==> config.mk <==
export PLATFORM = sky130hd
export DESIGN_NAME = tipi_reg_bank
export DESIGN_NICKNAME = d
export VERILOG_FILES = /design/src/rtl/tipi_pkg.sv /design/src/rtl/ti_bus_sync.sv /design/src/rtl/tipi_reg_bank.sv
export SDC_FILE = /design/constraint.sdc
export NUM_CORES = 1
export LEC_CHECK = 0
export BUFFER_PORTS_ARGS = -buffer_cell sky130_fd_sc_hd__buf_2
export CAP_MARGIN = 10
export CORE_AREA = 2 2 80 82
export CTS_BUF_LIST = sky130_fd_sc_hd__clkbuf_8
export CTS_CLUSTER_SIZE = 20
export DETAILED_ROUTE_END_ITERATION = 7
export DIE_AREA = 0 0 82 84
export GPL_TIMING_DRIVEN = 1
export HOLD_SLACK_MARGIN = 0.08
export PLACE_DENSITY_LB_ADDON = 0.2
export RECOVER_POWER = 50
export SLEW_MARGIN = 10
export SYNTH_ARGS = -nofsm -noshare
export SYNTH_HDL_FRONTEND = slang
export SYNTH_SLANG_ARGS = --single-unit
==> constraint.sdc <==
create_clock -name clk -period 1.5 [get_ports clk]
set_input_delay 0.225 -clock clk [delete_from_list [all_inputs] [get_ports clk]]
set_output_delay 0.225 -clock clk [all_outputs]
set_load 0.1 [all_outputs]
==> src/rtl/tipi_pkg.sv <==
// tipi_pkg: shared definitions for the TIPI register bank.
//   DEF_BASE_ADDR / DEF_DATA_W : default address of TI-written register 0
//                                and default register width.
//   reg_dir_e                  : register direction (TI-written or host-written).
//   reg_addr()                 : TI bus address of register (channel, direction).
package tipi_pkg;

  localparam logic [15:0] DEF_BASE_ADDR = 16'h5FFF;
  localparam int unsigned DEF_DATA_W    = 8;

  typedef enum logic {
    DIR_TI_WR   = 1'b0,
    DIR_HOST_WR = 1'b1
  } reg_dir_e;

  // Registers sit on odd byte addresses counting down from the base:
  // all TI-written registers first, then all host-written registers.
  function automatic logic [15:0] reg_addr(input logic [15:0] base,
                                           input int unsigned num_ch,
                                           input int unsigned ch,
                                           input reg_dir_e    dir);
    int unsigned idx;
    idx = (dir == DIR_HOST_WR) ? (num_ch + ch) : ch;
    return base - 16'(2 * idx);
  endfunction

endpackage

==> src/rtl/ti_bus_sync.sv <==
// ti_bus_sync: brings the asynchronous TI bus into the clk domain.
//   clk, rst              : system clock, synchronous active-high reset
//   ti_memen/ti_we/ti_dbin: raw TI strobes (memen/we active-low, dbin active-high)
//   ti_a, ti_data_in      : raw TI address (bit 0 = MSB) and write data
//   memen_s, dbin_s       : strobes after SYNC_STAGES flops
//   addr_s, data_s        : address/data captured alongside the last stage
//   we_fall               : synchronized WE 1->0 edge (combinational)
module ti_bus_sync #(
  parameter int unsigned SYNC_STAGES = 2,
  parameter int unsigned DATA_W      = 8
) (
  input  logic              clk,
  input  logic              rst,
  input  logic              ti_memen,
  input  logic              ti_we,
  input  logic              ti_dbin,
  input  logic [0:15]       ti_a,
  input  logic [DATA_W-1:0] ti_data_in,
  output logic              memen_s,
  output logic              dbin_s,
  output logic [15:0]       addr_s,
  output logic [DATA_W-1:0] data_s,
  output logic              we_fall
);

  logic [SYNC_STAGES-1:0] memen_q, memen_d;
  logic [SYNC_STAGES-1:0] we_q, we_d;
  logic [SYNC_STAGES-1:0] dbin_q, dbin_d;
  logic                   we_prev_q, we_prev_d;
  logic [SYNC_STAGES:0]   live_q, live_d;
  logic [15:0]            addr_q, addr_d;
  logic [DATA_W-1:0]      data_q, data_d;

  always_comb begin
    memen_d   = {memen_q[SYNC_STAGES-2:0], ti_memen};
    we_d      = {we_q[SYNC_STAGES-2:0], ti_we};
    dbin_d    = {dbin_q[SYNC_STAGES-2:0], ti_dbin};
    we_prev_d = we_q[SYNC_STAGES-1];
    live_d    = {live_q[SYNC_STAGES-1:0], 1'b1};
    addr_d    = ti_a;
    data_d    = ti_data_in;
  end

  always_ff @(posedge clk) begin
    if (rst) begin
      memen_q   <= '1;
      we_q      <= '1;
      dbin_q    <= '0;
      we_prev_q <= 1'b1;
      live_q    <= '0;
      addr_q    <= '0;
      data_q    <= '0;
    end else begin
      memen_q   <= memen_d;
      we_q      <= we_d;
      dbin_q    <= dbin_d;
      we_prev_q <= we_prev_d;
      live_q    <= live_d;
      addr_q    <= addr_d;
      data_q    <= data_d;
    end
  end

  assign memen_s = memen_q[SYNC_STAGES-1];
  assign dbin_s  = dbin_q[SYNC_STAGES-1];
  assign addr_s  = addr_q;
  assign data_s  = data_q;

  // live_q marks when both edge-compare samples were taken after reset, so a
  // WE already low at reset release is never mistaken for a fresh fall.
  assign we_fall = live_q[SYNC_STAGES] & we_prev_q & ~we_q[SYNC_STAGES-1];

endmodule

==> src/rtl/tipi_reg_bank.sv <==
// tipi_reg_bank: TI-bus mailbox registers shared with a host.
//   clk, rst                  : system clock, synchronous active-high reset
//   ti_a, ti_data_in          : TI address (bit 0 = MSB) and write data
//   ti_data_out, ti_data_oe   : registered read data and bus-drive enable
//   ti_memen, ti_we, ti_dbin  : asynchronous TI strobes
//   ti_cru_en                 : card enable, gates all decode
//   host_sel/we/wdata         : host write into host-written register [host_sel]
//   host_rdata                : TI-written register [host_sel], combinational
//   ti_wr_pulse, ti_wr_pend   : per-channel commit pulse and sticky pending flag
//   host_ack                  : per-channel pending clear
module tipi_reg_bank
  import tipi_pkg::*;
#(
  parameter int unsigned NUM_CH      = 2,
  parameter int unsigned DATA_W      = DEF_DATA_W,
  parameter logic [15:0] BASE_ADDR   = DEF_BASE_ADDR,
  parameter int unsigned SYNC_STAGES = 2,
  localparam int unsigned SEL_W      = (NUM_CH > 1) ? $clog2(NUM_CH) : 1
) (
  input  logic              clk,
  input  logic              rst,
  input  logic [0:15]       ti_a,
  input  logic [DATA_W-1:0] ti_data_in,
  output logic [DATA_W-1:0] ti_data_out,
  output logic              ti_data_oe,
  input  logic              ti_memen,
  input  logic              ti_we,
  input  logic              ti_dbin,
  input  logic              ti_cru_en,
  input  logic [SEL_W-1:0]  host_sel,
  input  logic              host_we,
  input  logic [DATA_W-1:0] host_wdata,
  output logic [DATA_W-1:0] host_rdata,
  output logic [NUM_CH-1:0] ti_wr_pulse,
  output logic [NUM_CH-1:0] ti_wr_pend,
  input  logic [NUM_CH-1:0] host_ack
);

  logic              memen_s, dbin_s, we_fall;
  logic [15:0]       addr_s;
  logic [DATA_W-1:0] data_s;

  ti_bus_sync #(
    .SYNC_STAGES(SYNC_STAGES),
    .DATA_W     (DATA_W)
  ) u_sync (
    .clk       (clk),
    .rst       (rst),
    .ti_memen  (ti_memen),
    .ti_we     (ti_we),
    .ti_dbin   (ti_dbin),
    .ti_a      (ti_a),
    .ti_data_in(ti_data_in),
    .memen_s   (memen_s),
    .dbin_s    (dbin_s),
    .addr_s    (addr_s),
    .data_s    (data_s),
    .we_fall   (we_fall)
  );

  logic [DATA_W-1:0] ti_reg_q   [NUM_CH];
  logic [DATA_W-1:0] ti_reg_d   [NUM_CH];
  logic [DATA_W-1:0] host_reg_q [NUM_CH];
  logic [DATA_W-1:0] host_reg_d [NUM_CH];
  logic [DATA_W-1:0] rd_data_q, rd_data_d;
  logic              rd_oe_q, rd_oe_d;
  logic [NUM_CH-1:0] pulse_q, pulse_d;
  logic [NUM_CH-1:0] pend_q, pend_d;
  logic              wr_ok, rd_ok;

  always_comb begin
    ti_reg_d   = ti_reg_q;
    host_reg_d = host_reg_q;
    pulse_d    = '0;
    rd_data_d  = '0;
    rd_oe_d    = 1'b0;
    wr_ok      = we_fall & ~memen_s & ti_cru_en;
    rd_ok      = ~memen_s & dbin_s & ti_cru_en;

    for (int unsigned i = 0; i < NUM_CH; i++) begin
      if (addr_s == reg_addr(BASE_ADDR, NUM_CH, i, DIR_TI_WR)) begin
        if (wr_ok) begin
          ti_reg_d[i] = data_s;
          pulse_d[i]  = 1'b1;
        end
        if (rd_ok) begin
          rd_oe_d   = 1'b1;
          rd_data_d = ti_reg_q[i];
        end
      end
      if (rd_ok && addr_s == reg_addr(BASE_ADDR, NUM_CH, i, DIR_HOST_WR)) begin
        rd_oe_d   = 1'b1;
        rd_data_d = host_reg_q[i];
      end
    end

    if (host_we && (32'(host_sel) < NUM_CH)) begin
      host_reg_d[host_sel] = host_wdata;
    end

    // A commit in the same cycle as an ack leaves the flag set.
    pend_d = (pend_q & ~host_ack) | pulse_d;
  end

  always_ff @(posedge clk) begin
    if (rst) begin
      ti_reg_q   <= '{default: '0};
      host_reg_q <= '{default: '0};
      rd_data_q  <= '0;
      rd_oe_q    <= 1'b0;
      pulse_q    <= '0;
      pend_q     <= '0;
    end else begin
      ti_reg_q   <= ti_reg_d;
      host_reg_q <= host_reg_d;
      rd_data_q  <= rd_data_d;
      rd_oe_q    <= rd_oe_d;
      pulse_q    <= pulse_d;
      pend_q     <= pend_d;
    end
  end

  always_comb begin
    host_rdata = '0;
    if (32'(host_sel) < NUM_CH) begin
      host_rdata = ti_reg_q[host_sel];
    end
  end

  assign ti_data_out = rd_data_q;
  assign ti_data_oe  = rd_oe_q;
  assign ti_wr_pulse = pulse_q;
  assign ti_wr_pend  = pend_q;

endmodule
After elaboration in Yosys (flattened, before gate mapping)
Cells that the tools add are included.
{"block": "totals", "register_bits": 79, "input_bits": 42, "output_inout_bits": 21, "elab_cells": 61}
{"block": "op_classes", "order_cmp": 2, "n_eq_ne": 4, "mux": 22, "n_bitwise": 12, "reduce_logical": 5}
{"op": "$mux 8", "count": 10}
{"op": "$eq 16x15->1 const B", "count": 4}
{"op": "$bwmux 16", "count": 1}
{"op": "$mux 1", "count": 10}
{"op": "$demux 8 s1", "count": 1}
{"op": "$and 1x1->1", "count": 6}
{"op": "$reduce_and 2->1", "count": 2}
{"op": "$logic_and 1x1->1", "count": 3}
{"op": "$and 2x2->2", "count": 1}
{"op": "$ge 2x2->1 const B", "count": 1}
{"op": "$lt 2x1->1 const B", "count": 1}
{"op": "$not 1->1", "count": 2}
{"op": "$not 1->2", "count": 1}
{"op": "$not 2->2", "count": 1}
{"op": "$or 2x2->2", "count": 1}

Logic depth before layout (Yosys ltp)
{"block": "depth", "ltp_word": 9, "ltp_mapped": 6, "ltp_nobuf": 4}

Cells and area by module
From an unflattened synthesis, not the netlist that was laid out.
{"block": "unflattened", "hier_cells": 283, "hier_area_um2": 2852.7}
{"module": "tipi_reg_bank", "n_inst": 1, "cells_per_inst": 211, "area_per_inst_um2": 1931.9, "seq_area_each_um2": 900.9}
{"module": "ti_bus_sync", "n_inst": 1, "cells_per_inst": 72, "area_per_inst_um2": 920.9, "seq_area_each_um2": 680.7}

Worst setup path before layout
No wires, ideal clock.
{"block": "synth_path", "path_kind": "input -> output", "startpoint": "input host_sel", "endpoint": "output host_rdata[5]", "arrival_ns": 1.391, "required_ns": 1.275, "setup_slack_ns": -0.116, "path_stages": 3, "path_buffers": 2, "cell_sequence": "clkbuf_1 -> buf_1 -> mux2_2"}
{"block": "synth_via", "elab_chain_cells": 4}
{"element": "from (decl)", "line_no": "tipi_reg_bank.sv:30", "rtl": "input logic [SEL_W-1:0] host_sel,"}
{"element": "$not 1->2 (not written as such)", "line_no": "tipi_reg_bank.sv:126", "rtl": "host_rdata = ti_reg_q[host_sel];"}
{"element": "$mux 8 (not written as such) (3 in a row)", "line_no": "tipi_reg_bank.sv:126"}
{"element": "to (decl)", "line_no": "tipi_reg_bank.sv:33", "rtl": "output logic [DATA_W-1:0] host_rdata,"}
Every way passes these cells. The select of a mux whose other input is x is not followed.

Worst setup path after layout
{"block": "layout_path", "startpoint": "register u_sync.addr_q[13], in the netlist u_sync.addr_s[13]", "endpoint": "register ti_reg_q[8] (netlist bit)"}
{"block": "layout_via", "elab_chain_cells": 2}
{"element": "from (decl)", "line_no": "ti_bus_sync.sv:31", "rtl": "logic [15:0] addr_q, addr_d;"}
{"element": "from (signal assigned)", "line_no": "ti_bus_sync.sv:59", "rtl": "addr_q <= addr_d;"}
{"element": "$eq 16x15->1", "line_no": "tipi_reg_bank.sv:81", "rtl": "if (addr_s == reg_addr(BASE_ADDR, NUM_CH, i, DIR_TI_WR)) begin"}
{"element": "$reduce_and 2->1 (no source line)"}
{"element": "to (signal assigned)", "line_no": "tipi_reg_bank.sv:114", "rtl": "ti_reg_q <= ti_reg_d;"}
{"element": "to (decl)", "line_no": "tipi_reg_bank.sv:61", "rtl": "logic [DATA_W-1:0] ti_reg_q [NUM_CH];"}
Every way passes these cells.
A chain may end at the register's enable or synchronous reset.

==> impl_metrics.ini <==
[final_layout]
drive_gt1_share_pct = 41.2
areaGrowthSynthToFinish_pct = 30.0
stdcell_count = 431
final_net_count = 392
diodes = 0
fin_util_pct = 62.1

[synthesis]
synth_cell_types = 31
synth_edf_count = 0
synth_nets = 316
avgSynthCellArea_um2 = 10.6
synth_area_um2 = 2910
synth_seq_area_share_pct = 54.3
synth-main-ff-cell = dfxtp_1
async_flop_share_pct = 0
yosys.area.top_type = dfxtp_1
synth_top_area_share_pct = 54.3
ys_ff_latch = 79
ys_top_cells_by_area = dfxtp_1 (54%), nor2b_1 (8.2%), mux4_2 (6.2%)
syn_inst = 274
yosysWarningCount = 0

[die]
rows = 29
start_util_pct = 47.8
coreArea_um2 = 6100
die_width_um = 82
io_pins = 63
die_y_um = 84
dieArea_um2 = 6890

[timing]
holdWs_ns = 0.0984
slew_headroom_pct = 67.5
max_freq_ghz = 0.672
layout_setup_ws_ns = 0.0115
period_needed_ns = 1.49
finClkSkew_ns = 0.00562
finalHoldViolations = 0
finalSetupTns_ns = 0
slew_violations = 0
worst_slew_pin_slew_ns = 0.490
final_min_period_over_clock_period_pct = 99.2
rsz0062_at_grt = true
setup_viol = 0

[placed_design]
place_hpwl_mm = 3.88
routabilityCongestion = 0.804
placedCellCount = 411
portBuffers = 62
place_ws_ns = -0.0357

[clocking]
cts_htree_levels = 3
cts_tree = yes
root_buffer = clkbuf_8
clock_path_buffers = 2
cts_made_buffers = 9
path_clk_slew_ns = 0.08
cts_sinks = 79
clock_latency_ns = 0.33

[setup_path]
worstPathCellList = nand2b_4, or4_4, buf_8, o21ai_2, a21oi_2
critPathKind = reg2reg
critPathTopFamily = simple AND/OR/NAND/NOR gates
required_ns = 1.71
start_kind = register
cp_num_buf_inv = 1
cp_max_fo = 8
end_kind = register
slowest_delay_ns = 0.55
cp.arrival_ns = 1.70
cp_slowest_cell = or4_4

[routing]
viasPerCell = 4.99
vias = 2150
drtPass1Iterations = 5
drtIter0Drc = 63
wl_mm = 5.49
antenna_left = 0
drc_errors = 0
route.detailed.wl_per_inst_um = 12.7

[global_routing]
grt_overflow = 0
grtUsageTotal_pct = 16.9
antenna_found_initial = 0
grt_max_degree = 27
grt_pass1_vias = 1972
grt_pass1_wl_mm = 8.91

[run_status]
outcome = complete, no violations

[worst_hold_path]
hold_path_class = in2reg

[power_and_ir_drop]
power_density_nw_per_um2 = 1050
p_leak_nw = 1.56
ir_drop_mv = 0.718

[flow_run]
maxCapViolations = 0
[repair_timing]
action / in CTS / in global routing
hold buffers: 2 / 0
gates cloned: 1 / 0
setup endpoints to repair: 12 / 16
endpoints found under the hold margin: 2 / 0
setup buffers: 0 / 2
pin swaps: 0 / 22
resized for setup: 11 / 34
[worst paths after layout]
check	start	endpoint	slack, ns	depth (start not counted)
worst max-delay path	u_sync.addr_s[13]	ti_reg_q[8]	0.01	5
worst min-delay path	ti_a[8]	u_sync.addr_s[7]	0.1	2
worst max register to register	u_sync.addr_s[13]	ti_reg_q[8]	0.01	5
worst min register to register	u_sync.we_q[0]	u_sync.we_q[1]	0.41	1
[sequential cells by signal, summed over array words and instances, names as in the netlist]
signal,cells
host_reg_q,16
ti_reg_q,16
u_sync.addr_s,16
ti_data_out,8
u_sync.data_s,8
u_sync.live_q,3
ti_wr_pend,2
ti_wr_pulse,2
u_sync.dbin_q,2
u_sync.memen_q,2
u_sync.we_q,2
ti_data_oe,1
u_sync.we_prev_q,1
[layout by cell type (no fill, tap or decap), types with 2 or more instances in the layout]
cell type | Yosys | routed
buf_2 | 3 | 54
nand4_1 | 4 | 4
nor4_4 | 2 | 2
mux2i_1 | 8 | 8
o21ai_2 | 1 | 13
inv_1 | 3 | 4
nor4_1 | 3 | 2
nand2_1 | 11 | 11
or2_2 | 5 | 5
nor2_1 | 11 | 11
nand3_1 | 25 | 25
nor2b_1 | 38 | 38
buf_4 | 2 | 21
mux2_2 | 8 | 6
nand2b_4 | 1 | 2
o21ai_4 | 0 | 3
mux2_4 | 0 | 2
a21oi_1 | 26 | 21
mux4_2 | 8 | 8
clkbuf_8 | 0 | 11
dfxtp_1 | 79 | 78
a21oi_2 | 0 | 5
dlygate4sd3_1 | 1 | 2
buf_12 | 0 | 5
[synthesized netlist by cell type, types with 2 or more instances]
cell type   n
nand2_1    11
nand2b_1    2
inv_1       3
nor4_1      3
a21oi_1    26
nand3_1    25
mux4_2      8
mux2i_1     8
nor4_4      2
or2_2       5
clkbuf_1    8
o21ai_0     6
mux2_2      8
dfxtp_1    79
buf_2       3
nor2b_1    38
nand4_1     4
nor2_1     11
o21ai_1     9
buf_4       2
buf_6       3
[metal layers]
metal	track usage (%)	up-vias	wire length, um
li1	-	1094	-
met1	22.9	987	2610
met2	24.5	62	2490
met3	4.44	7	321
met4	8.64	0	72
met5	0	-	0
[final cells by class]
class	instances	area [um2]
flip-flops and latches	79	1580
repair buffers	83	563
well taps	77	96.3
clock buffers	11	151
clock inverters	4	46.3
inverters	3	11.3
fillers	497	2310
multi-input cells	174	1340
[stage by stage]
step,power [mW],area (um2)
after global routing,4.14,3790
after detailed placement,2.48,3400
after CTS,4.01,3650
final,3.97,3790
after global placement,2.47,3400
after floorplan,2.38,2920
[where the power goes]
part           internal [mW]  switching [mW]  leakage (nW)  total, mW
logic                  0.133           0.108         0.808      0.241
registers               2.16          0.0296         0.648       2.19
clock network          0.842           0.690         0.103       1.53
total                   3.14           0.828          1.56       3.97
[cells by family (layout without fill, tap and decap cells)]
logic type / after synthesis / count (layout) / share of synthesized area [%]
compound gates: 42 / 42 / 7.35
flops: 79 / 79 / 54.3
simple gates: 108 / 108 / 22.3
buf+inv: 21 / 101 / 4.08
mux: 24 / 24 / 12.0
Note: power is estimated with default switching activity, not from simulation.
